<file path="config.mk">
export PLATFORM = sky130hd
export DESIGN_NAME = alu_result_scoreboard
export DESIGN_NICKNAME = d
export VERILOG_FILES = /design/src/rtl/alu_result_scoreboard.sv
export SDC_FILE = /design/constraint.sdc
export NUM_CORES = 1
export LEC_CHECK = 0
export ABC_AREA = 1
export BUFFER_PORTS_ARGS = -buffer_cell sky130_fd_sc_hd__buf_4
export CAP_MARGIN = 15
export CELL_PAD_IN_SITES_DETAIL_PLACEMENT = 1
export CELL_PAD_IN_SITES_GLOBAL_PLACEMENT = 1
export CORE_MARGIN = 1
export CORE_UTILIZATION = 30
export CTS_BUF_LIST = sky130_fd_sc_hd__clkbuf_8 sky130_fd_sc_hd__clkbuf_16
export CTS_CLUSTER_DIAMETER = 80
export CTS_CLUSTER_SIZE = 12
export DETAILED_ROUTE_END_ITERATION = 12
export PLACE_DENSITY_LB_ADDON = 0.1
export SETUP_SLACK_MARGIN = 0.02
export SYNTH_ARGS = -nofsm -noshare
export SYNTH_HDL_FRONTEND = slang
export SYNTH_SLANG_ARGS = --single-unit
export TNS_END_PERCENT = 100
</file>
<file path="constraint.sdc">
create_clock -name i_clk -period 2.3 [get_ports i_clk]
set_input_delay 0.115 -clock i_clk [delete_from_list [all_inputs] [get_ports i_clk]]
set_output_delay 0.115 -clock i_clk [all_outputs]
set_load 0.05 [all_outputs]
</file>
<file path="src/rtl/alu_result_scoreboard.sv">
// In-order scoreboard: expected ALU results are queued and compared against each
// result announced by a rising edge of i_alu_res_valid. Optional macro ALU_SB_FIRST_FAIL_EN.
module alu_result_scoreboard #(
  parameter int unsigned DEPTH  = 8,
  parameter int unsigned DATA_W = 32,
  parameter int unsigned CNT_W  = 16
) (
  input  logic                       i_clk,
  input  logic                       i_rst_n,
  input  logic                       i_exp_valid,
  input  logic [DATA_W-1:0]          i_exp_result,
  output logic                       o_exp_ready,
  input  logic                       i_alu_res_valid,
  input  logic [DATA_W-1:0]          i_alu_result,
  output logic [$clog2(DEPTH):0]     o_pending,
  output logic [CNT_W-1:0]           o_pass_cnt,
  output logic [CNT_W-1:0]           o_fail_cnt,
  output logic                       o_match,
  output logic                       o_mismatch,
  output logic                       o_overflow,
  output logic                       o_underflow,
  output logic                       o_idle,
  output logic [DATA_W-1:0]          o_ff_exp,
  output logic [DATA_W-1:0]          o_ff_act,
  output logic [CNT_W-1:0]           o_ff_idx
);

  localparam int unsigned PTR_W = $clog2(DEPTH);
  localparam int unsigned OCC_W = PTR_W + 1;
  localparam logic [CNT_W-1:0] CNT_MAX = '1;

  logic [DATA_W-1:0] mem [DEPTH];
  logic [PTR_W-1:0]  wr_ptr;
  logic [PTR_W-1:0]  rd_ptr;
  logic              rv_q;

  logic              res_evt_c;
  logic              push_c;
  logic              pop_c;
  logic              hit_c;
  logic [OCC_W-1:0]  occ_nxt_c;

  // A result is signalled only by a low-to-high transition of the valid level.
  assign res_evt_c = i_alu_res_valid & ~rv_q;
  assign push_c    = i_exp_valid & o_exp_ready;
  assign pop_c     = res_evt_c & (o_pending != '0);
  assign hit_c     = (mem[rd_ptr] == i_alu_result);

  always_comb begin
    occ_nxt_c = o_pending;
    if (push_c && !pop_c)      occ_nxt_c = o_pending + OCC_W'(1);
    else if (pop_c && !push_c) occ_nxt_c = o_pending - OCC_W'(1);
  end

  // Storage needs no reset; pointers define validity.
  always_ff @(posedge i_clk) begin
    if (push_c) mem[wr_ptr] <= i_exp_result;
  end

  always_ff @(posedge i_clk) begin
    if (!i_rst_n) begin
      rv_q        <= 1'b1;
      wr_ptr      <= '0;
      rd_ptr      <= '0;
      o_pending   <= '0;
      o_exp_ready <= 1'b1;
      o_idle      <= 1'b1;
      o_pass_cnt  <= '0;
      o_fail_cnt  <= '0;
      o_match     <= 1'b0;
      o_mismatch  <= 1'b0;
      o_overflow  <= 1'b0;
      o_underflow <= 1'b0;
    end else begin
      rv_q        <= i_alu_res_valid;
      o_pending   <= occ_nxt_c;
      o_exp_ready <= (occ_nxt_c < OCC_W'(DEPTH));
      o_idle      <= (occ_nxt_c == '0);
      o_match     <= pop_c & hit_c;
      o_mismatch  <= pop_c & ~hit_c;
      if (push_c) wr_ptr <= wr_ptr + PTR_W'(1);
      if (pop_c)  rd_ptr <= rd_ptr + PTR_W'(1);
      if (i_exp_valid && !o_exp_ready)       o_overflow  <= 1'b1;
      if (res_evt_c && (o_pending == '0))    o_underflow <= 1'b1;
      // Counters saturate rather than wrap.
      if (pop_c && hit_c && (o_pass_cnt != CNT_MAX))  o_pass_cnt <= o_pass_cnt + CNT_W'(1);
      if (pop_c && !hit_c && (o_fail_cnt != CNT_MAX)) o_fail_cnt <= o_fail_cnt + CNT_W'(1);
    end
  end

`ifdef ALU_SB_FIRST_FAIL_EN
  logic ff_seen;

  // Capture only the first mismatch after reset.
  always_ff @(posedge i_clk) begin
    if (!i_rst_n) begin
      ff_seen  <= 1'b0;
      o_ff_exp <= '0;
      o_ff_act <= '0;
      o_ff_idx <= '0;
    end else if (pop_c && !hit_c && !ff_seen) begin
      ff_seen  <= 1'b1;
      o_ff_exp <= mem[rd_ptr];
      o_ff_act <= i_alu_result;
      o_ff_idx <= CNT_W'(o_pass_cnt + o_fail_cnt);
    end
  end
`else
  assign o_ff_exp = '0;
  assign o_ff_act = '0;
  assign o_ff_idx = '0;
`endif

endmodule

</file>
==> impl_metrics.tcl, run 1 <==
set metrics [dict create \
    synth.cell_area_sq_um 15200 \
    critical_path_class "flip-flop to flip-flop" \
    ant_nets 0 \
    fmax_mhz 402 \
    worst_slack_ns -0.189 \
    cp.required_ns 2.74 \
    drive_above_1_share 0.217 \
    path_cells "buf_12 > buf_12 > buf_16 > nand2_1 > nand3_1 > nand2_1 > nand2_2 > buf_4 > nand3_1 > nand2_1 > nor2_1 > nand2_1 > nor2_1 > nand2_1 > nor2_4 > buf_4 > clkbuf_16 > nand4_1 > nand2_1 > nor2_1" \
    n_antenna_cell 0 \
    cts_buffers 34 \
    synth-seq-area-share 0.574 \
    leakage_nw 8.85 \
    row_count 82 \
    drt_wl_total_mm 50.3 \
    ys_ff_latch 308 \
    grt_pass1_vias 12200 \
    maxCapViolCount 0 \
    dr.first_iter.drc_count 524 \
    period_needed_ns 2.49 \
    status "finished with violations" \
    postSynthCellCount 1771 \
    power_density_nw_per_um2 706 \
    slew_viol_final 0 \
    slowest_delay_ns 0.37 \
    synth_top_area_frac 0.506 \
    arrival_ns 2.93 \
    path_max_fanout 12 \
    vdd_ir_drop_max_uv 457 \
    die_h_microns 227 \
    syn_avg_cell_area_sq_um 8.58 \
    clk-insertion-delay-late_ns 0.54 \
    initial_core_util 0.304 \
    synth.largest_area_cell "edfxtp_1" \
    synth_area_leaders "edfxtp_1 (51%), nand2_1 (15%), nand3_1 (8.0%)" \
    grtUsageTotal 0.192 \
    cts.reportedPaths.clkPinSlew_ns 0.06 \
    rsz0062_at_grt "true" \
    hold_class "input port to flip-flop" \
    gp_congestion 0.780 \
    ys_types 29 \
    core_region_area_sq_um 50100 \
    clock_sinks 308 \
    drc_errors 0 \
    area_delta_synth_final_pct 32.4 \
    via_count 12300 \
    grt_max_degree 56 \
    crit_path_end_kind "flip-flop" \
    cts_tree "done" \
    r2r_setup_slack_ns -0.19 \
    clockRootBuffer "clkbuf_16" \
    final.setup_skew_ns 0.0118 \
    finalPower_mw 14.2 \
    clk_path_buf_depth 3 \
    htreeDepth 2 \
    ys.flop_type "edfxtp_1" \
    hold_violations 0 \
    synthArstFlopShare 0 \
    crit_slowest_cell "dfxtp_4" \
    dpl.hpwl_mm 29.3 \
    drt_pre_antenna_iters 6 \
    grt_overflow 0 \
    fin_cells 2687 \
    io_pins 190 \
    antenna_found_initial 0 \
    numPortBuffers 109 \
    most-common-layout-cells "nand2_1 (522), inv_1 (259), edfxtp_1 (256)" \
    die_area_sq_um 51600 \
    setup_violations 33 \
    wl_per_cell_microns 18.7 \
    final_common_cell "nand2_1" \
    dpl.cell_count 2554 \
    start_kind "flip-flop" \
    layout.nets 2070 \
    cp_common_cell "nand2_1" \
    grt_pass1_wl_mm 73.3 \
    dieWidth_microns 227 \
    synth_edf_count 256 \
    hold_slack_ns 0.283 \
    period_share 1.08 \
    tightest_slew_ns 0.590 \
    slew_headroom 0.606 \
    violations "negative setup slack" \
    fin_tns_setup_ns -4.73 \
    drt-vias-per-instance 4.58 \
    synth_warnings 0 \
]
-- cell usage after synthesis (2+ instances only) --
| master | instances |
|---|---|
| buf_2 | 27 |
| buf_6 | 11 |
| nor4_1 | 5 |
| buf_1 | 8 |
| o31ai_1 | 2 |
| edfxtp_1 | 256 |
| o21ai_0 | 8 |
| xor2_1 | 3 |
| dfxtp_1 | 52 |
| nand4_1 | 30 |
| buf_4 | 84 |
| nand2_1 | 599 |
| clkbuf_1 | 13 |
| nand3_1 | 243 |
| nand3b_1 | 6 |
| nor3_1 | 11 |
| a21oi_1 | 10 |
| nor2_1 | 131 |
| inv_1 | 255 |
| ha_1 | 6 |
| inv_2 | 2 |
| o21ai_1 | 2 |
-- flip-flops by register name, indices dropped and copies added (netlist names), 3 cells and up, named ones only --
register,flops
mem,256
o_fail_cnt,16
o_pass_cnt,16
o_pending,4
rd_ptr,3
wr_ptr,3
-- where the power goes --
part / internal (mW) / switching, mW
clock network: 3.17 / 2.31
logic: 0.851 / 1.62
registers: 6.19 / 0.0551
-- repair_timing --
item / in CTS / in global routing
pin swaps: 19 / 36
resized for setup: 126 / 91
endpoints found under the hold margin: 264 / 0
setup buffers: 9 / 8
hold buffers: 36 / 0
setup endpoints to repair: 34 / 35
gates cloned: 17 / 9
-- worst max-delay path: cells and delay by family, from the launching register on --
kind | cells | cell delay, ns
flops | 1 | 0.37
simple gates | 14 | 1.13
buf+inv | 6 | 0.86
-- routing by layer --
layer	track usage	up-vias	routed length [microns]	share of wire
met5	0	-	0	0
met4	0.0535	0	1300	0.026
met3	0.0316	74	1680	0.033
met2	0.317	190	23600	0.47
met1	0.258	6076	23700	0.47
li1	-	5977	-	-
-- metrics by stage --
step / cell area [sq um] / setup slack (ns) / utilization
floorplan: 15500 / -0.495 / -
global placement: 17100 / -0.230 / 0.341
detailed placement: 17100 / -0.313 / 0.341
CTS: 19500 / -0.165 / 0.389
global route: 20100 / -0.399 / 0.402
finish: 20100 / -0.189 / 0.402
-- final cells by class --
cell class              instances  area [sq um]
repair inverters                1          11.3
well taps                     672           841
clock inverters                16           129
inverters                     259           991
repair buffers                252          2960
clock buffers                  39           953
multi-input cells            1140          5500
fillers                      5884         29900
flip-flops and latches        308          8740
-- worst paths after layout --
path,startpoint,endpoint,depth (start not counted)
worst max-delay path,flip-flop,o_pass_cnt[15]$_SDFFE_PN0P_,20
worst min-delay path,i_alu_result[30],o_pass_cnt[13]$_SDFFE_PN0P_,9
worst max register to register,flip-flop,o_pass_cnt[15]$_SDFFE_PN0P_,20
worst min register to register,rd_ptr[2]$_SDFFE_PN0P_,flip-flop,1
-- cell families (layout without fill, tap and decap cells) --
| group | count (synthesis) | count (layout) | synth area share |
|---|---|---|---|
| compound gates | 23 | 23 | 0.00807 |
| xor+xnor | 3 | 3 | 0.00173 |
| fa+ha+maj | 6 | 6 | 0.00494 |
| buf+inv | 402 | 567 | 0.128 |
| flops | 308 | 308 | 0.574 |
| other cells | 1 | 80 | 0.000247 |
| simple gates | 1028 | 1028 | 0.283 |
(Power assumes the default switching activity.)
==> inputs of run 2 (changes only) <==
CORE_UTILIZATION = 35   (was 30)
==> impl_metrics.tcl, run 2 (synthesized netlist as in run 1, its figures left out) <==
set metrics [dict create \
    power.switching_mw 3.70 \
    clock_sinks 308 \
    worst_slack_ns -0.256 \
    numPortBuffers 109 \
    grtUsageTotal 0.209 \
    fmax_mhz 391 \
    via_count 12100 \
    power_density_nw_per_um2 695 \
    path_max_fanout 11 \
    gp_congestion 0.797 \
    dpl.hpwl_mm 29.1 \
    row_count 75 \
    leakage_nw 8.43 \
    finalPower_mw 13.2 \
    met3_usage 0.0298 \
    clk_path_buf_depth 3 \
    initial_core_util 0.358 \
    vdd_ir_drop_max_uv 619 \
    drt_pre_antenna_iters 5 \
    met2_usage 0.367 \
    cts_buffers 30 \
    fin_cells 2577 \
    swShare 0.281 \
    drc_errors 0 \
    largest_reg_flops 256 \
    rr_worst_depth 21 \
    nFillCells 4993 \
    clock_power_share 0.357 \
    period_share 1.11 \
    slowest_delay_ns 0.40 \
    clk-insertion-delay-late_ns 0.58 \
    ant_nets 0 \
    slew_headroom 0.643 \
    gr-usage-met1 0.268 \
    grt_overflow 0 \
    n_antenna_cell 0 \
    core_region_area_sq_um 42400 \
    htreeDepth 1 \
    cp_common_cell "nand2_1" \
    hold_violations 0 \
    antenna_found_initial 2 \
    grt_busiest_layer "met2" \
    crit_path_end_kind "flip-flop" \
    rsz0062_at_grt "true" \
    drt_wl_total_mm 46.1 \
    cts_tree "done" \
    area_delta_synth_final_pct 24.6 \
    dpl.cell_count 2469 \
    die_h_microns 210 \
    most-common-layout-cells "nand2_1 (557), inv_1 (275), edfxtp_1 (256)" \
    final_common_cell "nand2_1" \
    layout.nets 2050 \
    setup_violations 34 \
    critical_path_class "flip-flop to flip-flop" \
    violations "negative setup slack" \
    cp.buffers_inverters 6 \
    start_kind "flip-flop" \
    grt_max_degree 36 \
    cts.reportedPaths.clkPinSlew_ns 0.07 \
    whs_path_depth 2 \
    grt_pass1_wl_mm 70.5 \
    internal-power_mw 9.46 \
    top_register "mem" \
    cp_num_cells 21 \
    fin_area_sq_um 18900 \
    cp.required_ns 2.82 \
    status "finished with violations" \
    drive_above_1_share 0.172 \
    clockRootBuffer "clkbuf_16" \
    maxCapViolCount 0 \
    wl_per_cell_microns 17.9 \
    hold_class "input port to flip-flop" \
    arrival_ns 3.07 \
    final.setup_skew_ns 0.0140 \
    dieWidth_microns 210 \
    slew_viol_final 0 \
    path_cells "buf_12 > buf_12 > buf_16 > nand2_2 > nand2_1 > nand2_1 > nand3_2 > nand2_2 > nand2_1 > nand2_1 > buf_4 > nand2_1 > nor2_1 > nand2_1 > nor2_2 > buf_4 > nand4_1 > buf_6 > nand2_1 > nand2_1 > nor2_1" \
    fin_util 0.447 \
    reg_top3 "mem (256), o_fail_cnt (16), o_pass_cnt (16)" \
    fin_tns_setup_ns -5.00 \
    combPwrFrac 0.169 \
    io_pins 190 \
    multiInputGateArea_sq_um 5210 \
    dr.first_iter.drc_count 539 \
    crit_slowest_cell "dfxtp_4" \
    postPlaceCellArea_sq_um 17100 \
    tightest_slew_ns 0.534 \
    drt-vias-per-instance 4.69 \
    period_needed_ns 2.56 \
    critical-path-top-delay-family "simple AND/OR/NAND/NOR gates" \
    seq_area_sq_um 8730 \
    p_seq_frac 0.474 \
    grt_pass1_vias 12500 \
    die_area_sq_um 44300 \
]
-- run 2: worst register-to-register path, stage by stage (launching register included) --
cell and delay (ns):
dfxtp_4 0.40, buf_12 0.16, buf_12 0.13, buf_16 0.14
nand2_2 0.07, nand2_1 0.06, nand2_1 0.08, nand3_2 0.11
nand2_2 0.10, nand2_1 0.05, nand2_1 0.08, buf_4 0.11
nand2_1 0.05, nor2_1 0.10, nand2_1 0.09, nor2_2 0.17
buf_4 0.15, nand4_1 0.11, buf_6 0.16, nand2_1 0.05
nand2_1 0.05, nor2_1 0.09
-- run 2: final timing paths --
kind / start / endpoint / slack (ns)
setup reg to reg: flip-flop / o_pass_cnt[0]$_SDFFE_PN0P_ / -0.26
hold / removal: i_exp_result[21] / mem[0][21]$_DFFE_PP_ / 0.30
hold reg to reg: rd_ptr[2]$_SDFFE_PN0P_ / flip-flop / 0.45
setup / recovery: flip-flop / o_pass_cnt[0]$_SDFFE_PN0P_ / -0.26
-- run 2: area by class of cell --
class | instances | area share
clock buffer | 32 | 0.0417
tap | 577 | 0.0381
timing repair inverter | 1 | 0.000462
timing repair buffer | 236 | 0.125
inverter | 259 | 0.0520
multi-input combinational | 1140 | 0.275
sequential | 308 | 0.461
clock inverter | 24 | 0.00634
-- run 2: stage by stage --
| step | hold WS (ns) | setup slack (ns) |
|---|---|---|
| CTS | 0.280 | -0.221 |
| global route | 0.299 | -0.394 |
| floorplan | 0.211 | -0.495 |
| detailed placement | 0.321 | -0.344 |
| finish | 0.297 | -0.256 |
| global placement | 0.314 | -0.229 |
-- run 2: power groups by stage --
stage	clock network, mW	logic (mW)	registers, mW
CTS	4.83	2.15	6.24
global route	5.03	2.43	6.26
floorplan	0	1.29	6.43
global placement	0	1.97	6.36
finish	4.69	2.22	6.24
detailed placement	0	2.01	6.36
-- run 2: what timing repair did --
item | CTS | global route
endpoints found under the setup margin | 34 | 34
endpoints found under the hold margin | 289 | 0
gates cloned | 3 | 3
resized for setup | 43 | 63
setup buffers | 7 | 3
pin swaps | 14 | 21
hold buffers | 36 | 0
-- run 2: routing by layer --
| layer | wire length, microns | share of wire |
|---|---|---|
| met3 | 1600 | 0.035 |
| met2 | 22800 | 0.49 |
| met5 | 27 | 0.00059 |
| met1 | 20600 | 0.45 |
| met4 | 1100 | 0.024 |
